`src/rtl/execute_calc_mc_if.sv`:
```
// execute_calc_mc_if
//   Bundles the decode-side request, the flush line and the result/memory/branch
//   outputs of the execute stage.
//   Modports:
//     master : decode/control side (drives flush, in_*, samples results)
//     slave  : the execute stage itself
//   Parameters: XLEN (datapath width), MASK_W (byte-mask width, XLEN/8).
interface execute_calc_mc_if #(
    parameter int XLEN   = 32,
    parameter int MASK_W = XLEN/8
);
    logic              flush;
    logic              in_valid;
    logic              in_ready;
    logic [4:0]        in_alu_op;
    logic [3:0]        in_br_op;
    logic [1:0]        in_mem_op;
    logic [2:0]        in_funct3;
    logic              in_use_rs2;
    logic [XLEN-1:0]   in_pc;
    logic [XLEN-1:0]   in_rs1_val;
    logic [XLEN-1:0]   in_rs2_val;
    logic [XLEN-1:0]   in_imm;
    logic              out_valid;
    logic [XLEN-1:0]   out_alu_result;
    logic              branch_taken;
    logic [XLEN-1:0]   branch_target;
    logic              mem_write;
    logic              mem_read;
    logic [XLEN-1:0]   mem_addr;
    logic [XLEN-1:0]   mem_wdata;
    logic [MASK_W-1:0] mem_mask;

    modport master (
        output flush, in_valid, in_alu_op, in_br_op, in_mem_op, in_funct3,
               in_use_rs2, in_pc, in_rs1_val, in_rs2_val, in_imm,
        input  in_ready, out_valid, out_alu_result, branch_taken, branch_target,
               mem_write, mem_read, mem_addr, mem_wdata, mem_mask
    );

    modport slave (
        input  flush, in_valid, in_alu_op, in_br_op, in_mem_op, in_funct3,
               in_use_rs2, in_pc, in_rs1_val, in_rs2_val, in_imm,
        output in_ready, out_valid, out_alu_result, branch_taken, branch_target,
               mem_write, mem_read, mem_addr, mem_wdata, mem_mask
    );
endinterface

```
`src/rtl/execute_calc_mc.sv`:
```
// execute_calc_mc
//   Execute stage: XLEN-wide ALU, branch resolution and memory-request
//   generation with a registered one-cycle result, plus an optional iterative
//   restoring unsigned divider (one quotient bit per cycle) that stalls decode
//   through in_ready while it runs.
//   Ports:
//     clk   : clock
//     reset : synchronous, active-high reset
//     bus   : execute_calc_mc_if.slave (flush, in_* request, out_*/branch/mem results)
//   Build option:
//     EXECUTE_CALC_MC_DIV_EN defined   -> iterative DIV/REM with stall
//     EXECUTE_CALC_MC_DIV_EN undefined -> no divider, in_ready tied high,
//                                         DIV/REM return 0 in one cycle
module execute_calc_mc #(
    parameter int XLEN   = 32,
    parameter int MASK_W = XLEN/8
) (
    input  logic             clk,
    input  logic             reset,
    execute_calc_mc_if.slave bus
);
    // Alu_pkg / Br_pkg / Mem_pkg encodings
    localparam logic [4:0] ALU_NONE = 5'd0,  ALU_ADD  = 5'd1,  ALU_SUB  = 5'd2,
                           ALU_AND  = 5'd3,  ALU_OR   = 5'd4,  ALU_XOR  = 5'd5,
                           ALU_SLL  = 5'd6,  ALU_SRL  = 5'd7,  ALU_SRA  = 5'd8,
                           ALU_SLT  = 5'd9,  ALU_SLTU = 5'd10, ALU_PASS = 5'd11,
                           ALU_MUL  = 5'd12, ALU_MULH = 5'd13, ALU_DIV  = 5'd14,
                           ALU_REM  = 5'd15;
    localparam logic [3:0] BR_NONE = 4'd0, BR_EQ  = 4'd1, BR_NE   = 4'd2,
                           BR_LT   = 4'd3, BR_GE  = 4'd4, BR_LTU  = 4'd5,
                           BR_GEU  = 4'd6, BR_JAL = 4'd7, BR_JALR = 4'd8,
                           BR_JR   = 4'd9, BR_EQZ = 4'd10, BR_NEZ = 4'd11;
    localparam logic [1:0] MEM_NONE = 2'd0, MEM_LOAD = 2'd1, MEM_STORE = 2'd2;
    localparam int SH_W = $clog2(XLEN);

    logic              w_in_ready;
    logic              w_accept;
    logic [XLEN-1:0]   w_op_a;
    logic [XLEN-1:0]   w_op_b;
    logic [SH_W-1:0]   w_shamt;
    logic [2*XLEN-1:0] w_prod;
    logic [XLEN-1:0]   w_alu_res;
    logic              w_lt_s, w_lt_u, w_eq;
    logic [XLEN-1:0]   w_pc_imm, w_rs1_imm;
    logic              w_br_taken;
    logic [XLEN-1:0]   w_br_target;
    logic              w_mem_write, w_mem_read;
    logic [MASK_W-1:0] w_mem_mask;
    logic              w_div_start;
    logic              w_div_done;
    logic [XLEN-1:0]   w_div_result;

    logic              r_out_valid;
    logic [XLEN-1:0]   r_result;
    logic              r_br_taken;
    logic [XLEN-1:0]   r_br_target;
    logic              r_mem_write, r_mem_read;
    logic [XLEN-1:0]   r_mem_addr, r_mem_wdata;
    logic [MASK_W-1:0] r_mem_mask;

    assign w_accept = bus.in_valid && w_in_ready;

    // Address generation for loads/stores always uses the immediate.
    assign w_op_a = bus.in_rs1_val;
    assign w_op_b = (bus.in_alu_op == ALU_ADD && bus.in_mem_op != MEM_NONE) ? bus.in_imm :
                    (bus.in_use_rs2 || bus.in_br_op == BR_EQZ || bus.in_br_op == BR_NEZ)
                        ? bus.in_rs2_val : bus.in_imm;

    assign w_shamt = w_op_b[SH_W-1:0];
    assign w_prod  = {{XLEN{1'b0}}, w_op_a} * {{XLEN{1'b0}}, w_op_b};
    assign w_lt_s  = $signed(w_op_a) < $signed(w_op_b);
    assign w_lt_u  = w_op_a < w_op_b;
    assign w_eq    = w_op_a == w_op_b;

    always_comb begin
        w_alu_res = '0;
        case (bus.in_alu_op)
            ALU_ADD:  w_alu_res = w_op_a + w_op_b;
            ALU_SUB:  w_alu_res = w_op_a - w_op_b;
            ALU_AND:  w_alu_res = w_op_a & w_op_b;
            ALU_OR:   w_alu_res = w_op_a | w_op_b;
            ALU_XOR:  w_alu_res = w_op_a ^ w_op_b;
            ALU_SLL:  w_alu_res = w_op_a << w_shamt;
            ALU_SRL:  w_alu_res = w_op_a >> w_shamt;
            ALU_SRA:  w_alu_res = $unsigned($signed(w_op_a) >>> w_shamt);
            ALU_SLT:  w_alu_res = {{(XLEN-1){1'b0}}, w_lt_s};
            ALU_SLTU: w_alu_res = {{(XLEN-1){1'b0}}, w_lt_u};
            ALU_PASS: w_alu_res = w_op_b;
            ALU_MUL:  w_alu_res = w_prod[XLEN-1:0];
            ALU_MULH: w_alu_res = w_prod[2*XLEN-1:XLEN];
`ifdef EXECUTE_CALC_MC_DIV_EN
            // Only the divide-by-zero case finishes here; B!=0 goes to the divider.
            ALU_DIV:  w_alu_res = (w_op_b == '0) ? '1 : '0;
            ALU_REM:  w_alu_res = (w_op_b == '0) ? w_op_a : '0;
`endif
            default:  w_alu_res = '0;
        endcase
    end

    assign w_pc_imm  = bus.in_pc + bus.in_imm;
    assign w_rs1_imm = bus.in_rs1_val + bus.in_imm;

    always_comb begin
        w_br_taken  = 1'b0;
        w_br_target = w_pc_imm;
        case (bus.in_br_op)
            BR_EQ, BR_EQZ: w_br_taken = w_eq;
            BR_NE, BR_NEZ: w_br_taken = !w_eq;
            BR_LT:         w_br_taken = w_lt_s;
            BR_GE:         w_br_taken = !w_lt_s;
            BR_LTU:        w_br_taken = w_lt_u;
            BR_GEU:        w_br_taken = !w_lt_u;
            BR_JAL:        w_br_taken = 1'b1;
            BR_JALR, BR_JR: begin
                w_br_taken  = 1'b1;
                w_br_target = w_rs1_imm & ~{{(XLEN-1){1'b0}}, 1'b1};
            end
            default: begin
                w_br_taken  = 1'b0;
                w_br_target = '0;
            end
        endcase
    end

    // Mask is only meaningful for stores; loads and illegal sizes carry 0.
    always_comb begin
        w_mem_write = 1'b0;
        w_mem_read  = 1'b0;
        w_mem_mask  = '0;
        if (bus.in_mem_op == MEM_STORE) begin
            case (bus.in_funct3)
                3'd0: begin w_mem_write = 1'b1; w_mem_mask = MASK_W'(8'h01); end
                3'd1: begin w_mem_write = 1'b1; w_mem_mask = MASK_W'(8'h03); end
                3'd2: begin w_mem_write = 1'b1; w_mem_mask = MASK_W'(8'h0F); end
                3'd3: begin
                    w_mem_write = (XLEN == 64);
                    w_mem_mask  = (XLEN == 64) ? MASK_W'(8'hFF) : '0;
                end
                default: ;
            endcase
        end else if (bus.in_mem_op == MEM_LOAD) begin
            case (bus.in_funct3)
                3'd0, 3'd1, 3'd2, 3'd4, 3'd5: w_mem_read = 1'b1;
                3'd3, 3'd6:                   w_mem_read = (XLEN == 64);
                default:                      w_mem_read = 1'b0;
            endcase
        end
    end

`ifdef EXECUTE_CALC_MC_DIV_EN
    localparam int CNT_W = $clog2(XLEN);
    typedef enum logic [0:0] {S_IDLE, S_DIV_RUN} state_t;

    state_t           r_state, w_state_next;
    logic [CNT_W-1:0] r_div_cnt;
    logic [XLEN-1:0]  r_div_q, r_div_r, r_div_d;
    logic             r_div_is_rem;
    logic [XLEN:0]    w_rem_sh, w_diff;
    logic             w_fits;
    logic [XLEN-1:0]  w_q_next, w_r_next;
    logic             w_div_last;
    logic             w_is_div;

    assign w_is_div    = (bus.in_alu_op == ALU_DIV) || (bus.in_alu_op == ALU_REM);
    assign w_div_start = w_accept && !bus.flush && w_is_div && (w_op_b != '0);
    assign w_in_ready  = (r_state == S_IDLE);
    assign w_div_last  = (r_state == S_DIV_RUN) && (r_div_cnt == CNT_W'(XLEN-1));
    assign w_div_done  = w_div_last && !bus.flush;

    always_ff @(posedge clk) begin
        if (reset) r_state <= S_IDLE;
        else       r_state <= w_state_next;
    end

    always_comb begin
        w_state_next = r_state;
        case (r_state)
            S_IDLE:    if (w_div_start)             w_state_next = S_DIV_RUN;
            S_DIV_RUN: if (bus.flush || w_div_last) w_state_next = S_IDLE;
            default:                                w_state_next = S_IDLE;
        endcase
    end

    // Restoring step: shift the next dividend bit into the partial remainder,
    // keep the subtraction only if it did not go negative.
    assign w_rem_sh = {r_div_r, r_div_q[XLEN-1]};
    assign w_diff   = w_rem_sh - {1'b0, r_div_d};
    assign w_fits   = !w_diff[XLEN];
    assign w_r_next = w_fits ? w_diff[XLEN-1:0] : w_rem_sh[XLEN-1:0];
    assign w_q_next = {r_div_q[XLEN-2:0], w_fits};
    assign w_div_result = r_div_is_rem ? w_r_next : w_q_next;

    always_ff @(posedge clk) begin
        if (reset) begin
            r_div_cnt    <= '0;
            r_div_q      <= '0;
            r_div_r      <= '0;
            r_div_d      <= '0;
            r_div_is_rem <= 1'b0;
        end else if (w_div_start) begin
            r_div_cnt    <= '0;
            r_div_q      <= w_op_a;
            r_div_r      <= '0;
            r_div_d      <= w_op_b;
            r_div_is_rem <= (bus.in_alu_op == ALU_REM);
        end else if (r_state == S_DIV_RUN) begin
            r_div_cnt <= r_div_cnt + 1'b1;
            r_div_q   <= w_q_next;
            r_div_r   <= w_r_next;
        end
    end
`else
    assign w_in_ready   = 1'b1;
    assign w_div_start  = 1'b0;
    assign w_div_done   = 1'b0;
    assign w_div_result = '0;
`endif

    // Result register. A divider completion carries no branch or memory
    // request; target/address keep their previous values.
    always_ff @(posedge clk) begin
        if (reset) begin
            r_out_valid <= 1'b0;
            r_result    <= '0;
            r_br_taken  <= 1'b0;
            r_br_target <= '0;
            r_mem_write <= 1'b0;
            r_mem_read  <= 1'b0;
            r_mem_addr  <= '0;
            r_mem_wdata <= '0;
            r_mem_mask  <= '0;
        end else if (bus.flush) begin
            r_out_valid <= 1'b0;
            r_br_taken  <= 1'b0;
            r_mem_write <= 1'b0;
            r_mem_read  <= 1'b0;
        end else if (w_accept && !w_div_start) begin
            r_out_valid <= 1'b1;
            r_result    <= w_alu_res;
            r_br_taken  <= w_br_taken;
            r_br_target <= w_br_target;
            r_mem_write <= w_mem_write;
            r_mem_read  <= w_mem_read;
            r_mem_addr  <= w_op_a + w_op_b;
            r_mem_wdata <= bus.in_rs2_val;
            r_mem_mask  <= w_mem_mask;
        end else if (w_div_done) begin
            r_out_valid <= 1'b1;
            r_result    <= w_div_result;
            r_br_taken  <= 1'b0;
            r_mem_write <= 1'b0;
            r_mem_read  <= 1'b0;
        end else begin
            r_out_valid <= 1'b0;
            r_br_taken  <= 1'b0;
            r_mem_write <= 1'b0;
            r_mem_read  <= 1'b0;
        end
    end

    assign bus.in_ready       = w_in_ready;
    assign bus.out_valid      = r_out_valid;
    assign bus.out_alu_result = r_result;
    assign bus.branch_taken   = r_br_taken;
    assign bus.branch_target  = r_br_target;
    assign bus.mem_write      = r_mem_write;
    assign bus.mem_read       = r_mem_read;
    assign bus.mem_addr       = r_mem_addr;
    assign bus.mem_wdata      = r_mem_wdata;
    assign bus.mem_mask       = r_mem_mask;
endmodule
```
`src/flat_wrapper.sv`:
```
// flat-port wrapper written by rule: the top's interface ports become plain ports
module execute_calc_mc_flat 
#(
    parameter int XLEN   = 32,
    parameter int MASK_W = XLEN/8
)
  (clk, reset, bus_flush, bus_in_valid, bus_in_alu_op, bus_in_br_op, bus_in_mem_op, bus_in_funct3, bus_in_use_rs2, bus_in_pc, bus_in_rs1_val, bus_in_rs2_val, bus_in_imm, bus_in_ready, bus_out_valid, bus_out_alu_result, bus_branch_taken, bus_branch_target, bus_mem_write, bus_mem_read, bus_mem_addr, bus_mem_wdata, bus_mem_mask);
  execute_calc_mc_if #(.XLEN(XLEN), .MASK_W(MASK_W)) bus_i ();
  input  logic clk;
  input  logic reset;
  input wire logic [$bits(bus_i.flush)-1:0] bus_flush;
  input wire logic [$bits(bus_i.in_valid)-1:0] bus_in_valid;
  input wire logic [$bits(bus_i.in_alu_op)-1:0] bus_in_alu_op;
  input wire logic [$bits(bus_i.in_br_op)-1:0] bus_in_br_op;
  input wire logic [$bits(bus_i.in_mem_op)-1:0] bus_in_mem_op;
  input wire logic [$bits(bus_i.in_funct3)-1:0] bus_in_funct3;
  input wire logic [$bits(bus_i.in_use_rs2)-1:0] bus_in_use_rs2;
  input wire logic [$bits(bus_i.in_pc)-1:0] bus_in_pc;
  input wire logic [$bits(bus_i.in_rs1_val)-1:0] bus_in_rs1_val;
  input wire logic [$bits(bus_i.in_rs2_val)-1:0] bus_in_rs2_val;
  input wire logic [$bits(bus_i.in_imm)-1:0] bus_in_imm;
  output wire logic [$bits(bus_i.in_ready)-1:0] bus_in_ready;
  output wire logic [$bits(bus_i.out_valid)-1:0] bus_out_valid;
  output wire logic [$bits(bus_i.out_alu_result)-1:0] bus_out_alu_result;
  output wire logic [$bits(bus_i.branch_taken)-1:0] bus_branch_taken;
  output wire logic [$bits(bus_i.branch_target)-1:0] bus_branch_target;
  output wire logic [$bits(bus_i.mem_write)-1:0] bus_mem_write;
  output wire logic [$bits(bus_i.mem_read)-1:0] bus_mem_read;
  output wire logic [$bits(bus_i.mem_addr)-1:0] bus_mem_addr;
  output wire logic [$bits(bus_i.mem_wdata)-1:0] bus_mem_wdata;
  output wire logic [$bits(bus_i.mem_mask)-1:0] bus_mem_mask;
  assign bus_i.flush = bus_flush;
  assign bus_i.in_valid = bus_in_valid;
  assign bus_i.in_alu_op = bus_in_alu_op;
  assign bus_i.in_br_op = bus_in_br_op;
  assign bus_i.in_mem_op = bus_in_mem_op;
  assign bus_i.in_funct3 = bus_in_funct3;
  assign bus_i.in_use_rs2 = bus_in_use_rs2;
  assign bus_i.in_pc = bus_in_pc;
  assign bus_i.in_rs1_val = bus_in_rs1_val;
  assign bus_i.in_rs2_val = bus_in_rs2_val;
  assign bus_i.in_imm = bus_in_imm;
  assign bus_in_ready = bus_i.in_ready;
  assign bus_out_valid = bus_i.out_valid;
  assign bus_out_alu_result = bus_i.out_alu_result;
  assign bus_branch_taken = bus_i.branch_taken;
  assign bus_branch_target = bus_i.branch_target;
  assign bus_mem_write = bus_i.mem_write;
  assign bus_mem_read = bus_i.mem_read;
  assign bus_mem_addr = bus_i.mem_addr;
  assign bus_mem_wdata = bus_i.mem_wdata;
  assign bus_mem_mask = bus_i.mem_mask;
  execute_calc_mc #(.XLEN(XLEN), .MASK_W(MASK_W)) u_core (.clk(clk), .reset(reset), .bus(bus_i));
endmodule
```
`config.mk`:
```
export PLATFORM = sky130hd
export DESIGN_NAME = execute_calc_mc_flat
export DESIGN_NICKNAME = d
export VERILOG_FILES = /design/src/rtl/execute_calc_mc_if.sv /design/src/rtl/execute_calc_mc.sv /design/src/flat_wrapper.sv
export SDC_FILE = /design/constraint.sdc
export NUM_CORES = 2
export LEC_CHECK = 0
export BUFFER_PORTS_ARGS = -buffer_cell sky130_fd_sc_hd__buf_2
export CAP_MARGIN = 0
export CORE_ASPECT_RATIO = 1.25
export CORE_MARGIN = 10
export CORE_UTILIZATION = 50
export DETAILED_ROUTE_END_ITERATION = 16
export HOLD_SLACK_MARGIN = 0.02
export PLACE_DENSITY = 0.79
export SYNTH_ARGS = -nofsm -noshare
export SYNTH_HDL_FRONTEND = slang
export SYNTH_SLANG_ARGS = --single-unit
```
`constraint.sdc`:
```
create_clock -name clk -period 12.5 [get_ports clk]
set_input_delay 2.5 -clock clk [delete_from_list [all_inputs] [get_ports clk]]
set_output_delay 2.5 -clock clk [all_outputs]
set_load 0.01 [all_outputs]
```
==> flow_summary.json <==
{
  "clk_latency_ns": 0.51,
  "reg2reg_depth": 8,
  "post-dp-hpwl_um": 200000,
  "antenna_left": 0,
  "async_flop_share_pct": 0,
  "ys_seq_elements": 135,
  "hold_path.class": "flip-flop to flip-flop",
  "place.gp.congestion": 1.11,
  "worstSetupPathType": "primary input to flip-flop",
  "route.detailed.drc": 0,
  "grt_overflow": 0,
  "dieArea_mm2": 0.113,
  "skew_ns": 0,
  "ioPinCount": 284,
  "clockRootBuffer": "clkbuf_16",
  "grt_pass1_wl_um": 359000,
  "yosysWarnings": 0,
  "ys_seq_area_share_pct": 5.42,
  "cts_buffer_depth": 2,
  "ctsHoldBuffers": 0,
  "status": "finished clean",
  "fmax_mhz": 83.4,
  "min_path_cells": 2,
  "syn_area_per_cell_um2": 7.95,
  "cp.arrival_ns": 12.41,
  "core_area_mm2": 0.0989,
  "slew_headroom_pct": 10.3,
  "crit_top_cell": "fa_1",
  "finalCritPeriodShare_pct": 95.9,
  "hold_viol": 0,
  "slowest_delay_ns": 0.59,
  "cp_data_required_time_ns": 12.92,
  "hold_end": "u_core.bus.mem_addr[18]",
  "finalMaxSlewViolations": 0,
  "tritoncts": "built",
  "syn_inst": 6275,
  "cp_slowest_cell": "inv_1",
  "rows": 129,
  "io_buffers": 282,
  "endpoint_kind": "flip-flop",
  "synth_flop_cell": "dfxtp_1",
  "finalNetCount": 7901,
  "r2r_end": "u_core.bus.out_alu_result[31]",
  "syn_area_mm2": 0.0499,
  "startpoint_type": "primary input",
  "place_ws_ns": -0.00875,
  "fin_ws_ns": 0.508,
  "die_w_um": 303,
  "routedWlPerCell_um": 32.4,
  "cts.sinks": 135,
  "drive_gt1_share_pct": 10.3,
  "syn_nets": 7745,
  "rsz0062_at_grt": "no",
  "cts_setup_buffers": 0,
  "r2r_slack_ns": 10.13,
  "crit-reg2reg-launch": "u_core.bus.out_alu_result[31]",
  "cp_top_family": "adder cells",
  "synth_enable_flop_cells": 0,
  "die_h_um": 373,
  "crit_path_max_fanout": 33,
  "fill_cells": 9334,
  "numCtsBuffers": 17,
  "grt_max_degree": 60,
  "drt_wl_total_um": 252000,
  "cp_num_buf_inv": 8,
  "grt_pass1_vias": 51400,
  "drt_iter0_drc": 6006,
  "antenna_found_initial": 16,
  "synth.distinct_cells": 84,
  "tightestPinTransition_ns": 1.33,
  "initial_core_util_pct": 50.4,
  "clk_pin_slew_ns": 0.07,
  "htreeDepth": 4,
  "maxCapViolCount": 0,
  "track_usage_pct": 44.1,
  "firstDrtPassIters": 7,
  "worstHoldStart": "u_core.bus.mem_addr[18]",
  "vias": 50100,
  "setup_viol": 0,
  "area_growth_pct": 8.60,
  "fin_crit_ns": 11.99,
  "viasPerCell": 6.45
}
## routing by layer
metal | global-route usage [%] | up-vias | part of all wire, %
met5 | 0.389 | - | 0.054
met4 | 37.7 | 12 | 11
met3 | 12.2 | 1154 | 12
met2 | 66.1 | 3598 | 43
met1 | 51.6 | 24800 | 34
li1 | - | 20600 | -
## layout by cell type (no fill, tap or decap), types with 13 or more instances in the layout
cell       instances
inv_1            983
fa_1             899
nand2_1          848
nor2_1           807
ha_1             424
a21oi_1          310
buf_2            281
buf_4            240
o21ai_0          185
dfxtp_1          135
mux2i_1          119
xnor2_1          106
nor3_1            83
a21o_1            71
a221oi_1          63
nand3_1           54
a211oi_1          54
a31oi_1           52
o211ai_1          44
xor2_1            41
mux2_2            40
o221ai_1          30
o22ai_1           29
nand4_1           29
nand2b_1          28
o21bai_1          28
and3_1            27
a22oi_1           26
o21a_1            21
or2_2             19
nor2b_1           19
nor4_1            19
o31ai_1           17
clkbuf_16         17
or3_1             16
a311oi_1          16
a211o_1           14
buf_12            13
## sequential cells by signal, indices dropped and copies added (netlist names)
| signal | count |
|---|---|
| u_core.bus.out_valid | 1 |
| u_core.bus.mem_write | 1 |
| u_core.bus.out_alu_result | 32 |
| u_core.bus.mem_mask | 3 |
| u_core.bus.mem_wdata | 32 |
| u_core.bus.mem_addr | 32 |
| u_core.bus.branch_target | 32 |
| u_core.bus.mem_read | 1 |
| u_core.bus.branch_taken | 1 |
## worst min-delay path: cells and delay by family, from the launching register on
family	cells	cell delay [ns]
and+or+nand+nor	1	0.05
DFF	1	0.31
AOI/OAI and AO/OA	1	0.05
## stage by stage
stage / utilization [%] / std cells / cell area [µm²] / hold slack, ns / setup TNS (ns)
floorplan: - / 6275 / 49900 / 0.476 / 0
global placement: 54.1 / 7721 / 53500 / 0.431 / 0
detailed placement: 54.1 / 7721 / 53500 / 0.443 / -0.00875
CTS: 54.7 / 7752 / 54100 / 0.453 / 0
global route: 54.7 / 7755 / 54200 / 0.471 / 0
finish: 54.8 / 7763 / 54200 / 0.451 / 0
## cells by family after synthesis
kind of cell               count (synthesis)  share of synthesized area (%)
AOI/OAI and AO/OA                       1101                           14.7
xor gates and xnor gates                 147                           2.58
adders and majority gates               1323                           46.7
buffers and inverters                   1400                           10.6
DFF                                      135                           5.42
muxes                                    162                           3.39
other                                      1                        0.00752
and+or+nand+nor                         2006                           16.6
## worst max path at each step
stage / start / cells after the start / slack (ns) / endpoint
2_1_floorplan: bus_in_alu_op[1] / 36 / 0.05 / u_core.bus.out_alu_result[31]
6_report: bus_in_alu_op[1] / 30 / 0.51 / u_core.bus.out_alu_result[28]
4_1_cts: bus_in_alu_op[1] / 30 / 0.53 / u_core.bus.out_alu_result[9]
3_5_place_dp: bus_in_alu_op[1] / 30 / -0.009 / u_core.bus.out_alu_result[9]
3_3_place_gp: bus_in_alu_op[1] / 30 / 0.09 / u_core.bus.out_alu_result[9]
5_1_grt: bus_in_alu_op[1] / 30 / 0.24 / u_core.bus.out_alu_result[9]
## synth_stat cells (41+ instances only)
cell type | n | area share (%)
a211oi_1 | 54 | 0.81
a21o_1 | 71 | 1.1
a21oi_1 | 310 | 3.1
a221oi_1 | 63 | 1.1
a31oi_1 | 52 | 0.65
buf_1 | 53 | 0.40
clkbuf_1 | 324 | 2.4
dfxtp_1 | 135 | 5.4
fa_1 | 899 | 36
ha_1 | 424 | 11
inv_1 | 984 | 7.4
mux2_2 | 41 | 0.93
mux2i_1 | 119 | 2.4
nand2_1 | 849 | 6.4
nand3_1 | 54 | 0.54
nor2_1 | 813 | 6.1
nor3_1 | 84 | 0.84
o211ai_1 | 44 | 0.66
o21ai_0 | 187 | 1.9
xnor2_1 | 106 | 1.9
xor2_1 | 41 | 0.72
## cell type report
class | instances | area, µm² | share of cell area, %
timing repair buffer | 534 | 3470 | 6.40
antenna | 10 | 25.0 | 0.0462
tap | 1310 | 1640 | 3.03
sequential | 135 | 2700 | 4.99
clock inverter | 13 | 160 | 0.296
multi-input combinational | 4740 | 42000 | 77.5
clock buffer | 18 | 439 | 0.811
inverter | 1003 | 3760 | 6.95
## repair_timing
item / CTS / global route
resized for setup: 0 / 1
endpoints found under the hold margin: 0 / 0
endpoints found under the setup margin: 0 / 1
Power is not shown: default switching activity piles up to over one toggle a cycle in this logic, so the estimate is an artifact.
